## src/rtl/sprite_shift_mux_pkg.sv

```systemverilog
`default_nettype none
// ============================================================================
// Module      : ppu_sprite_pkg
// Description : Shared constants and helpers for the sprite output stage.
// Revision    : 1.0 - initial release
// ============================================================================
package ppu_sprite_pkg;

  localparam int ATTR_PAL_LSB = 0;
  localparam int ATTR_PAL_W   = 2;
  localparam int ATTR_PRIO    = 5;
  localparam int ATTR_HFLIP   = 6;

  localparam int SPR_PIX_W = 4;
  localparam logic [SPR_PIX_W-1:0] SPR_TRANSPARENT = 4'h0;

  function automatic logic [7:0] bit_rev8(input logic [7:0] v);
    logic [7:0] r;
    for (int i = 0; i < 8; i++) begin
      r[i] = v[7-i];
    end
    return r;
  endfunction

endpackage
`default_nettype wire

```

## src/rtl/sprite_shift_mux_if.sv

```systemverilog
`default_nettype none
// ============================================================================
// Module      : sprite_shift_mux_if
// Description : Control, load and output bundle of the sprite output stage.
// Revision    : 1.0 - initial release
// ============================================================================
interface sprite_shift_mux_if #(
  parameter int N_SLOTS = 8,
  parameter int SLOT_W  = $clog2(N_SLOTS)
);
  import ppu_sprite_pkg::*;

  logic                 pix_en;
  logic                 visible;
  logic [7:0]           pixel_x;
  logic                 sprite_enabled;
  logic                 no_sprite_clip;
  logic                 line_start;
  logic                 load_en;
  logic [SLOT_W-1:0]    load_slot;
  logic [7:0]           load_x;
  logic [7:0]           load_attr;
  logic [7:0]           load_pat_lo;
  logic [7:0]           load_pat_hi;
  logic                 load_is_spr0;
  logic                 bg_opaque;
  logic                 hit_clr;
  logic [SPR_PIX_W-1:0] sprite_pixel;
  logic                 sprite_priority;
  logic                 sprite0_hit;

  modport master (
    output pix_en, visible, pixel_x, sprite_enabled, no_sprite_clip,
           line_start, load_en, load_slot, load_x, load_attr,
           load_pat_lo, load_pat_hi, load_is_spr0, bg_opaque, hit_clr,
    input  sprite_pixel, sprite_priority, sprite0_hit
  );

  modport slave (
    input  pix_en, visible, pixel_x, sprite_enabled, no_sprite_clip,
           line_start, load_en, load_slot, load_x, load_attr,
           load_pat_lo, load_pat_hi, load_is_spr0, bg_opaque, hit_clr,
    output sprite_pixel, sprite_priority, sprite0_hit
  );

endinterface
`default_nettype wire

```

## src/rtl/sprite_shift_mux_slot.sv

```systemverilog
`default_nettype none
// ============================================================================
// Module      : sprite_slot
// Description : One sprite slot: X down-counter, two pattern shifters, flags.
// Revision    : 1.0 - initial release
// ============================================================================
module sprite_slot
  import ppu_sprite_pkg::*;
#(
  parameter bit IS_SLOT0 = 1'b0
) (
  input  logic                 clk,
  input  logic                 rst,
  input  logic                 adv_i,
  input  logic                 clr_i,
  input  logic                 load_i,
  input  logic [7:0]           load_x_i,
  input  logic [7:0]           load_attr_i,
  input  logic [7:0]           load_pat_lo_i,
  input  logic [7:0]           load_pat_hi_i,
  input  logic                 load_is_spr0_i,
  output logic [SPR_PIX_W-1:0] pix_o,
  output logic                 opaque_o,
  output logic                 prio_o,
  output logic                 spr0_o
);

  logic                  valid_q, valid_d;
  logic                  spr0_q,  spr0_d;
  logic                  prio_q,  prio_d;
  logic [ATTR_PAL_W-1:0] pal_q,   pal_d;
  logic [7:0]            cnt_q,   cnt_d;
  logic [7:0]            lo_q,    lo_d;
  logic [7:0]            hi_q,    hi_d;
  logic                  w_active;
  logic                  w_attr_unused;

  assign w_attr_unused = ^{load_attr_i[7], load_attr_i[4:2]};
  assign w_active      = (cnt_q == 8'd0);

  always_comb begin
    valid_d = valid_q;
    spr0_d  = spr0_q;
    prio_d  = prio_q;
    pal_d   = pal_q;
    cnt_d   = cnt_q;
    lo_d    = lo_q;
    hi_d    = hi_q;
    if (adv_i) begin
      if (!w_active) begin
        cnt_d = cnt_q - 8'd1;
      end else begin
        lo_d = {lo_q[6:0], 1'b0};
        hi_d = {hi_q[6:0], 1'b0};
      end
    end
    if (clr_i) begin
      valid_d = 1'b0;
    end
    // A load overrides both the per-dot advance and a concurrent line clear.
    if (load_i) begin
      valid_d = 1'b1;
      spr0_d  = IS_SLOT0 && load_is_spr0_i;
      prio_d  = load_attr_i[ATTR_PRIO];
      pal_d   = load_attr_i[ATTR_PAL_LSB +: ATTR_PAL_W];
      cnt_d   = load_x_i;
      lo_d    = load_attr_i[ATTR_HFLIP] ? bit_rev8(load_pat_lo_i) : load_pat_lo_i;
      hi_d    = load_attr_i[ATTR_HFLIP] ? bit_rev8(load_pat_hi_i) : load_pat_hi_i;
    end
  end

  always_ff @(posedge clk or negedge rst) begin
    if (!rst) begin
      valid_q <= 1'b0;
      spr0_q  <= 1'b0;
      prio_q  <= 1'b0;
      pal_q   <= '0;
      cnt_q   <= 8'd0;
      lo_q    <= 8'd0;
      hi_q    <= 8'd0;
    end else begin
      valid_q <= valid_d;
      spr0_q  <= spr0_d;
      prio_q  <= prio_d;
      pal_q   <= pal_d;
      cnt_q   <= cnt_d;
      lo_q    <= lo_d;
      hi_q    <= hi_d;
    end
  end

  assign pix_o    = {pal_q, hi_q[7], lo_q[7]};
  assign opaque_o = valid_q && w_active && (hi_q[7] || lo_q[7]);
  assign prio_o   = prio_q;
  assign spr0_o   = valid_q && spr0_q;

endmodule
`default_nettype wire

```

## src/rtl/sprite_shift_mux.sv

```systemverilog
`default_nettype none
// ============================================================================
// Module      : sprite_shift_mux
// Description : Per-scanline sprite serialiser, priority select and 0-hit.
// Revision    : 1.0 - initial release
// ============================================================================
module sprite_shift_mux
  import ppu_sprite_pkg::*;
#(
  parameter int N_SLOTS = 8,
  parameter int SLOT_W  = $clog2(N_SLOTS)
) (
  input  logic              clk,
  input  logic              rst,
  sprite_shift_mux_if.slave spr_if
);

  logic                 w_adv;
  logic                 w_clr;
  logic                 w_forced;
  logic                 w_spr0_hit;
  logic [N_SLOTS-1:0]   w_opaque;
  logic [N_SLOTS-1:0]   w_prio;
  logic [N_SLOTS-1:0]   w_spr0;
  logic [SPR_PIX_W-1:0] w_pix [N_SLOTS];
  logic                 w_win_found;
  logic [SPR_PIX_W-1:0] w_win_pix;
  logic                 w_win_prio;

  logic [SPR_PIX_W-1:0] pix_q, pix_d;
  logic                 prio_q, prio_d;
  logic                 hit_q, hit_d;

  assign w_adv = spr_if.pix_en && spr_if.visible;
  assign w_clr = spr_if.pix_en && spr_if.line_start;

  // Out-of-range load_slot values match no slot, so such loads are dropped.
  generate
    for (genvar g = 0; g < N_SLOTS; g++) begin : g_slot
      sprite_slot #(
        .IS_SLOT0 (g == 0)
      ) u_slot (
        .clk            (clk),
        .rst            (rst),
        .adv_i          (w_adv),
        .clr_i          (w_clr),
        .load_i         (spr_if.load_en && (spr_if.load_slot == SLOT_W'(g))),
        .load_x_i       (spr_if.load_x),
        .load_attr_i    (spr_if.load_attr),
        .load_pat_lo_i  (spr_if.load_pat_lo),
        .load_pat_hi_i  (spr_if.load_pat_hi),
        .load_is_spr0_i (spr_if.load_is_spr0),
        .pix_o          (w_pix[g]),
        .opaque_o       (w_opaque[g]),
        .prio_o         (w_prio[g]),
        .spr0_o         (w_spr0[g])
      );
    end
  endgenerate

  // Scan from the highest index down so the lowest opaque index is kept last.
  always_comb begin
    w_win_found = 1'b0;
    w_win_pix   = SPR_TRANSPARENT;
    w_win_prio  = 1'b1;
    for (int s = N_SLOTS - 1; s >= 0; s--) begin
      if (w_opaque[s]) begin
        w_win_found = 1'b1;
        w_win_pix   = w_pix[s];
        w_win_prio  = w_prio[s];
      end
    end
  end

  // Only slot 0 can carry the sprite-0 flag, regardless of who wins the pixel.
  assign w_spr0_hit = |(w_spr0 & w_opaque);
  assign w_forced   = !spr_if.sprite_enabled ||
                      (!spr_if.no_sprite_clip && (spr_if.pixel_x < 8'd8));

  always_comb begin
    pix_d  = pix_q;
    prio_d = prio_q;
    hit_d  = hit_q;
    if (spr_if.pix_en) begin
      if (spr_if.visible && !w_forced && w_win_found) begin
        pix_d  = w_win_pix;
        prio_d = w_win_prio;
      end else begin
        pix_d  = SPR_TRANSPARENT;
        prio_d = 1'b1;
      end
      if (spr_if.visible && w_spr0_hit && spr_if.bg_opaque && !w_forced &&
          (spr_if.pixel_x != 8'd255)) begin
        hit_d = 1'b1;
      end
    end
    if (spr_if.hit_clr) begin
      hit_d = 1'b0;
    end
  end

  always_ff @(posedge clk or negedge rst) begin
    if (!rst) begin
      pix_q  <= SPR_TRANSPARENT;
      prio_q <= 1'b1;
      hit_q  <= 1'b0;
    end else begin
      pix_q  <= pix_d;
      prio_q <= prio_d;
      hit_q  <= hit_d;
    end
  end

  assign spr_if.sprite_pixel    = pix_q;
  assign spr_if.sprite_priority = prio_q;
  assign spr_if.sprite0_hit     = hit_q;

endmodule
`default_nettype wire

```

## src/flat_wrapper.sv

```systemverilog
// flat-port wrapper written by rule: the top's interface ports become plain ports
module sprite_shift_mux_flat import ppu_sprite_pkg::*;
#(
  parameter int N_SLOTS = 8,
  parameter int SLOT_W  = $clog2(N_SLOTS)
)
  (clk, rst, spr_if_pix_en, spr_if_visible, spr_if_pixel_x, spr_if_sprite_enabled, spr_if_no_sprite_clip, spr_if_line_start, spr_if_load_en, spr_if_load_slot, spr_if_load_x, spr_if_load_attr, spr_if_load_pat_lo, spr_if_load_pat_hi, spr_if_load_is_spr0, spr_if_bg_opaque, spr_if_hit_clr, spr_if_sprite_pixel, spr_if_sprite_priority, spr_if_sprite0_hit);
  sprite_shift_mux_if #(.N_SLOTS(N_SLOTS), .SLOT_W(SLOT_W)) spr_if_i ();
  input  logic clk;
  input  logic rst;
  input wire logic [$bits(spr_if_i.pix_en)-1:0] spr_if_pix_en;
  input wire logic [$bits(spr_if_i.visible)-1:0] spr_if_visible;
  input wire logic [$bits(spr_if_i.pixel_x)-1:0] spr_if_pixel_x;
  input wire logic [$bits(spr_if_i.sprite_enabled)-1:0] spr_if_sprite_enabled;
  input wire logic [$bits(spr_if_i.no_sprite_clip)-1:0] spr_if_no_sprite_clip;
  input wire logic [$bits(spr_if_i.line_start)-1:0] spr_if_line_start;
  input wire logic [$bits(spr_if_i.load_en)-1:0] spr_if_load_en;
  input wire logic [$bits(spr_if_i.load_slot)-1:0] spr_if_load_slot;
  input wire logic [$bits(spr_if_i.load_x)-1:0] spr_if_load_x;
  input wire logic [$bits(spr_if_i.load_attr)-1:0] spr_if_load_attr;
  input wire logic [$bits(spr_if_i.load_pat_lo)-1:0] spr_if_load_pat_lo;
  input wire logic [$bits(spr_if_i.load_pat_hi)-1:0] spr_if_load_pat_hi;
  input wire logic [$bits(spr_if_i.load_is_spr0)-1:0] spr_if_load_is_spr0;
  input wire logic [$bits(spr_if_i.bg_opaque)-1:0] spr_if_bg_opaque;
  input wire logic [$bits(spr_if_i.hit_clr)-1:0] spr_if_hit_clr;
  output wire logic [$bits(spr_if_i.sprite_pixel)-1:0] spr_if_sprite_pixel;
  output wire logic [$bits(spr_if_i.sprite_priority)-1:0] spr_if_sprite_priority;
  output wire logic [$bits(spr_if_i.sprite0_hit)-1:0] spr_if_sprite0_hit;
  assign spr_if_i.pix_en = spr_if_pix_en;
  assign spr_if_i.visible = spr_if_visible;
  assign spr_if_i.pixel_x = spr_if_pixel_x;
  assign spr_if_i.sprite_enabled = spr_if_sprite_enabled;
  assign spr_if_i.no_sprite_clip = spr_if_no_sprite_clip;
  assign spr_if_i.line_start = spr_if_line_start;
  assign spr_if_i.load_en = spr_if_load_en;
  assign spr_if_i.load_slot = spr_if_load_slot;
  assign spr_if_i.load_x = spr_if_load_x;
  assign spr_if_i.load_attr = spr_if_load_attr;
  assign spr_if_i.load_pat_lo = spr_if_load_pat_lo;
  assign spr_if_i.load_pat_hi = spr_if_load_pat_hi;
  assign spr_if_i.load_is_spr0 = spr_if_load_is_spr0;
  assign spr_if_i.bg_opaque = spr_if_bg_opaque;
  assign spr_if_i.hit_clr = spr_if_hit_clr;
  assign spr_if_sprite_pixel = spr_if_i.sprite_pixel;
  assign spr_if_sprite_priority = spr_if_i.sprite_priority;
  assign spr_if_sprite0_hit = spr_if_i.sprite0_hit;
  sprite_shift_mux #(.N_SLOTS(N_SLOTS), .SLOT_W(SLOT_W)) u_core (.clk(clk), .rst(rst), .spr_if(spr_if_i));
endmodule
```

## config.mk

```make
export PLATFORM = sky130hd
export DESIGN_NAME = sprite_shift_mux_flat
export DESIGN_NICKNAME = d
export VERILOG_FILES = /design/src/rtl/sprite_shift_mux_pkg.sv /design/src/rtl/sprite_shift_mux_if.sv /design/src/rtl/sprite_shift_mux_slot.sv /design/src/rtl/sprite_shift_mux.sv /design/src/flat_wrapper.sv
export SDC_FILE = /design/constraint.sdc
export NUM_CORES = 1
export LEC_CHECK = 0
export CAP_MARGIN = 5
export CORE_MARGIN = 4
export CORE_UTILIZATION = 32
export DETAILED_ROUTE_END_ITERATION = 8
export GPL_TIMING_DRIVEN = 0
export MAX_ROUTING_LAYER = met4
export PLACE_DENSITY = 0.56
export SETUP_SLACK_MARGIN = 0.4
export SLEW_MARGIN = 10
export SYNTH_ARGS = -nofsm -noshare
export SYNTH_HDL_FRONTEND = slang
export SYNTH_SLANG_ARGS = --single-unit
export TNS_END_PERCENT = 30
```

## constraint.sdc

```tcl
create_clock -name clk -period 2.4 [get_ports clk]
set_clock_uncertainty 0.15 [all_clocks]
set_input_delay 0.6 -clock clk [delete_from_list [all_inputs] [get_ports clk]]
set_output_delay 0.6 -clock clk [all_outputs]
set_load 0.05 [all_outputs]
```

==> impl_metrics.prom <==
# TYPE chip_impl_metric gauge
chip_impl_metric{name="design_area",unit="mm^2"} 0.01516
chip_impl_metric{name="horizontal_die_dimension",unit="um"} 197.9
chip_impl_metric{name="initial_antenna_violation_count",unit=""} 0
chip_impl_metric{name="first_global_vias",unit=""} 9765
chip_impl_info{name="reg2reg_from",value="u_core.g_slot[5].u_slot.cnt_q[1]"} 1
chip_impl_metric{name="p_leak",unit="nW"} 6.175
chip_impl_metric{name="floorplan.core_area",unit="mm^2"} 0.03557
chip_impl_metric{name="slew_violations",unit=""} 0
chip_impl_metric{name="finalHoldViolations",unit=""} 0
chip_impl_metric{name="cts.sinks",unit=""} 231
chip_impl_metric{name="total_via_count_in_the_routed_design",unit=""} 10160
chip_impl_metric{name="synth_cell_type_count",unit=""} 58
chip_impl_metric{name="syn-num-nets",unit=""} 1394
chip_impl_info{name="status",value="completed"} 1
chip_impl_info{name="tritoncts",value="yes"} 1
chip_impl_info{name="crit_family",value="simple AND/OR/NAND/NOR gates"} 1
chip_impl_metric{name="slew-limit-headroom",unit="%"} 37.61
chip_impl_metric{name="layout-area-overhead-vs-synth",unit="%"} 31.46
chip_impl_metric{name="htreeDepth",unit=""} 1
chip_impl_metric{name="gp_routability_congestion",unit=""} 0.8371
chip_impl_metric{name="count_of_port_buffers_added_during_placement",unit=""} 44
chip_impl_info{name="cp_cell_sequence",value="inv_2, ha_4, or4bb_4, nor3_4, nand3_1, a311oi_2, a21oi_1, a41oi_1"} 1
chip_impl_metric{name="initial_utilization",unit="%"} 32.43
chip_impl_metric{name="synth.avg_cell_area",unit="um^2"} 8.705
chip_impl_metric{name="fp-row-count",unit=""} 69
chip_impl_metric{name="design.die.area",unit="mm^2"} 0.03914
chip_impl_metric{name="grt_pass1_wl",unit="um"} 55310
chip_impl_metric{name="ir_drop",unit="uV"} 549.0
chip_impl_metric{name="synthesis.instances",unit=""} 1325
chip_impl_metric{name="grt_usage",unit="%"} 18.11
chip_impl_metric{name="placedInstanceArea",unit="mm^2"} 0.01270
chip_impl_metric{name="clk_latency",unit="ns"} 0.53
chip_impl_info{name="holdCritPathClass",value="input pin to register"} 1
chip_impl_metric{name="drt-total-wl",unit="um"} 35830
chip_impl_info{name="timing.critical_path.from",value="u_core.g_slot[5].u_slot.cnt_q[1]"} 1
chip_impl_metric{name="postSynth.asyncResetShare",unit="%"} 100.0
chip_impl_metric{name="drt_pass1_iterations",unit=""} 5
chip_impl_metric{name="cap_viol_max_count",unit=""} 0
chip_impl_metric{name="place_hpwl",unit="um"} 23150
chip_impl_metric{name="max_slew.worst_pin.slew",unit="ns"} 0.9177
chip_impl_metric{name="antenna_diode_count",unit=""} 0
chip_impl_metric{name="regArea",unit="mm^2"} 0.005793
chip_impl_metric{name="clk_transition_reported_paths",unit="ns"} 0.06
chip_impl_metric{name="multi_input_area",unit="mm^2"} 0.006284
chip_impl_info{name="timing.hold.worst.start",value="spr_if_load_x[4]"} 1
chip_impl_metric{name="drc_marker_count_from_the_first_detailed_route_iteration",unit=""} 567
chip_impl_info{name="synth-main-ff-cell",value="sky130_fd_sc_hd__dfrtp_1"} 1
chip_impl_metric{name="setup_viol",unit=""} 0
chip_impl_metric{name="finalCritPeriodShare",unit="%"} 97.86
chip_impl_metric{name="post_drt_via_cell_ratio",unit=""} 5.220
chip_impl_metric{name="final_antenna_net_count",unit=""} 0
chip_impl_metric{name="synth_enable_flop_cells",unit=""} 0
chip_impl_metric{name="buffers_plus_inverters_on_the_worst_setup_path",unit=""} 1
chip_impl_metric{name="globalRouteOverflowTotal",unit=""} 0
chip_impl_metric{name="critical_path_peak_fanout",unit=""} 5
chip_impl_metric{name="die_height",unit="um"} 197.9
chip_impl_metric{name="p_per_area",unit="mW/mm^2"} 1009
chip_impl_metric{name="n_fill_cell",unit=""} 3447
chip_impl_metric{name="number_of_top_level_pins",unit=""} 60
chip_impl_metric{name="cts_max_path_buffers",unit=""} 3
chip_impl_metric{name="grt_max_degree",unit=""} 97
chip_impl_info{name="crit_path_end_kind",value="register"} 1
chip_impl_metric{name="synth.ff_latch_count",unit=""} 231
chip_impl_metric{name="clock.fmax",unit="GHz"} 0.4258
chip_impl_info{name="cpMaxStageDelayCell",value="sky130_fd_sc_hd__or4bb_4"} 1
chip_impl_metric{name="cts_inserted_buffers",unit=""} 26
chip_impl_metric{name="yosysWarnings",unit=""} 0
chip_impl_metric{name="timing.critical_path.slowest_cell_delay",unit="ns"} 0.49
chip_impl_metric{name="drive_above_1_share",unit="%"} 24.23
chip_impl_metric{name="mean_routed_wirelength_per_cell",unit="um"} 18.40
chip_impl_metric{name="yosysSeqAreaShare",unit="%"} 50.13
chip_impl_metric{name="synth.cell_area",unit="mm^2"} 0.01153
chip_impl_metric{name="nets",unit=""} 1539
chip_impl_info{name="crit_type",value="register to register"} 1
chip_impl_metric{name="fin_crit",unit="ns"} 2.349
chip_impl_info{name="setup_repair_after_global_routing_missed_its_margin",value="yes"} 1
chip_impl_metric{name="post_route_drc",unit=""} 0
chip_impl_metric{name="critical_path_required",unit="ns"} 2.68
chip_impl_info{name="start_kind",value="register"} 1
chip_impl_metric{name="timing.critical_path.arrival",unit="ns"} 2.63
chip_impl_info{name="ctsRootBufferMaster",value="sky130_fd_sc_hd__clkbuf_16"} 1
chip_impl_metric{name="fin_worst_hold_slack",unit="ns"} 0.2537
[cells in the final DEF (no fill, tap or decap), types with 5 or more instances in the layout]
master	count
sky130_fd_sc_hd__and3_1	5
sky130_fd_sc_hd__ha_4	6
sky130_fd_sc_hd__inv_1	8
sky130_fd_sc_hd__mux2i_2	7
sky130_fd_sc_hd__nor4_4	9
sky130_fd_sc_hd__buf_4	53
sky130_fd_sc_hd__clkbuf_16	27
sky130_fd_sc_hd__nor3_2	6
sky130_fd_sc_hd__clkbuf_2	32
sky130_fd_sc_hd__nand2_1	298
sky130_fd_sc_hd__nand2_2	22
sky130_fd_sc_hd__nand2b_1	8
sky130_fd_sc_hd__nand4_1	7
sky130_fd_sc_hd__nor3_1	10
sky130_fd_sc_hd__nor2_1	77
sky130_fd_sc_hd__dfrtp_2	9
sky130_fd_sc_hd__clkdlybuf4s50_1	33
sky130_fd_sc_hd__clkbuf_8	9
sky130_fd_sc_hd__mux2i_4	9
sky130_fd_sc_hd__nor3_4	5
sky130_fd_sc_hd__buf_8	5
sky130_fd_sc_hd__dfrtp_1	221
sky130_fd_sc_hd__buf_2	12
sky130_fd_sc_hd__o21ai_2	9
sky130_fd_sc_hd__o21ai_0	213
sky130_fd_sc_hd__xor2_1	28
sky130_fd_sc_hd__clkbuf_4	6
sky130_fd_sc_hd__ha_1	6
sky130_fd_sc_hd__nand3_2	7
sky130_fd_sc_hd__clkbuf_1	27
sky130_fd_sc_hd__inv_2	10
sky130_fd_sc_hd__a21oi_1	59
sky130_fd_sc_hd__xnor2_1	25
sky130_fd_sc_hd__buf_6	25
sky130_fd_sc_hd__a31oi_4	6
sky130_fd_sc_hd__o21ai_1	42
sky130_fd_sc_hd__mux2_2	20
sky130_fd_sc_hd__nand3_1	15
[worst register-to-register path: cells and delay by family, from the launching register on]
| family | cells | cell delay, ns |
|---|---|---|
| AO/OA/AOI/OAI | 3 | 0.56 |
| adder cells (fa/ha/maj) | 1 | 0.14 |
| AND/OR/NAND/NOR | 3 | 0.94 |
| flip-flops | 1 | 0.40 |
| buffers and inverters | 1 | 0.09 |
[state kept, by name, indices dropped and copies added (netlist names)]
register                       flops
u_core.g_slot.u_slot.hi_q         64
u_core.g_slot.u_slot.lo_q         64
u_core.spr_if.sprite_pixel         4
u_core.spr_if.sprite0_hit          1
u_core.g_slot.u_slot.valid_q       8
u_core.g_slot.u_slot.cnt_q        64
u_core.spr_if.sprite_priority      1
u_core.g_slot.u_slot.prio_o        8
u_core.g_slot.u_slot.pal_q        16
u_core.g_slot.u_slot.spr0_q        1
[cell usage after synthesis (all sizes together), types with 3 or more instances]
cell     count  area [um^2]
and2         4        25.02
nor2b        5        31.28
or3b         3        26.28
xnor2       26        227.7
nor4        15        145.1
mux2        20        225.2
a21oi       65        329.1
nor3        21        116.4
nand3b       4        30.03
nor3b        5        37.54
a31oi        9        77.57
nand4        7        43.79
o21ai      264         1321
dfrtp      230         5756
and3         5        31.28
nand2      323         1215
o211ai       3        22.52
or3          6        37.54
xor2        28        245.2
o2111ai      4        35.03
clkbuf      66        252.7
or4          7        63.81
a41oi        4        35.03
nand2b       9        56.30
buf         12        61.31
nor2        83        311.6
inv         18        67.56
ha          15        187.7
mux2i       19        190.2
nand3       22        110.1
[repair_timing]
| action | in CTS | in global routing |
|---|---|---|
| gates cloned | 0 | 1 |
| resized for setup | 131 | 254 |
| hold endpoints to repair | 61 | 0 |
| setup endpoints to repair | 225 | 203 |
| hold buffers | 1 | 0 |
| setup buffers | 36 | 32 |
| pin swaps | 22 | 77 |
[through the flow]
step / instances / util (%) / total power, mW / setup WS, ns / TNS, ns
after floorplan: 1325 / - / 8.556 / 0.2369 / 0
after global placement: 1830 / 35.48 / 9.464 / -9.838 / -2382.82
after detailed placement: 1833 / 35.71 / 9.615 / -0.8913 / -118.93
after CTS: 1914 / 40.17 / 14.37 / 0.07290 / 0
after global routing: 1947 / 42.63 / 16.23 / -0.02210 / -0.03918
final: 1947 / 42.63 / 15.30 / 0.05139 / 0
[cell families after synthesis]
family                     count (synthesis)  share of synthesized area (%)
xor gates and xnor gates                  54                          4.101
DFF                                      231                          50.13
muxes                                     39                          3.602
and+or+nand+nor                          526                          20.36
adders and majority gates                 15                          1.627
AOI/OAI and AO/OA                        364                          16.87
buffers and inverters                     96                          3.309
[where the power goes]
part           total [mW]  internal [mW]  switching (mW)
combinational        4.47           2.22            2.25
clock                4.13           2.53            1.60
sequential           6.70           5.36            1.34
[path summary, 6_finish.rpt]
check / end / slack, ns / cells past startpoint
max in group asynchronous: u_core.g_slot[5].u_slot.hi_q[7] / 0.77 / 3
worst max register to register: u_core.spr_if.sprite_pixel[2] / 0.05 / 8
worst min-delay path: u_core.g_slot[4].u_slot.cnt_q[4] / 0.25 / 3
worst max-delay path: u_core.spr_if.sprite_pixel[2] / 0.05 / 8
min in group asynchronous: u_core.g_slot[7].u_slot.cnt_q[0] / 0.45 / 2
worst min register to register: u_core.g_slot[5].u_slot.valid_q / 0.32 / 2
[metal layers]
layer	track usage, %	up-vias	share of wire [%]
li1	-	4841	-
met1	26.62	5020	48
met2	26.25	252	44
met3	2.978	50	5.2
met4	4.285	0	2.5
met5	-	-	0
[final cells by class]
cell class / instances / share of cell area, %
sequential: 231 / 38.21
clock buffer: 41 / 5.397
multi-input combinational: 998 / 41.44
tap: 461 / 3.804
clock inverter: 3 / 0.4291
inverter: 18 / 0.4456
timing repair buffer: 117 / 7.320
buffer: 78 / 2.954
Power figures use the tool's default switching activity.
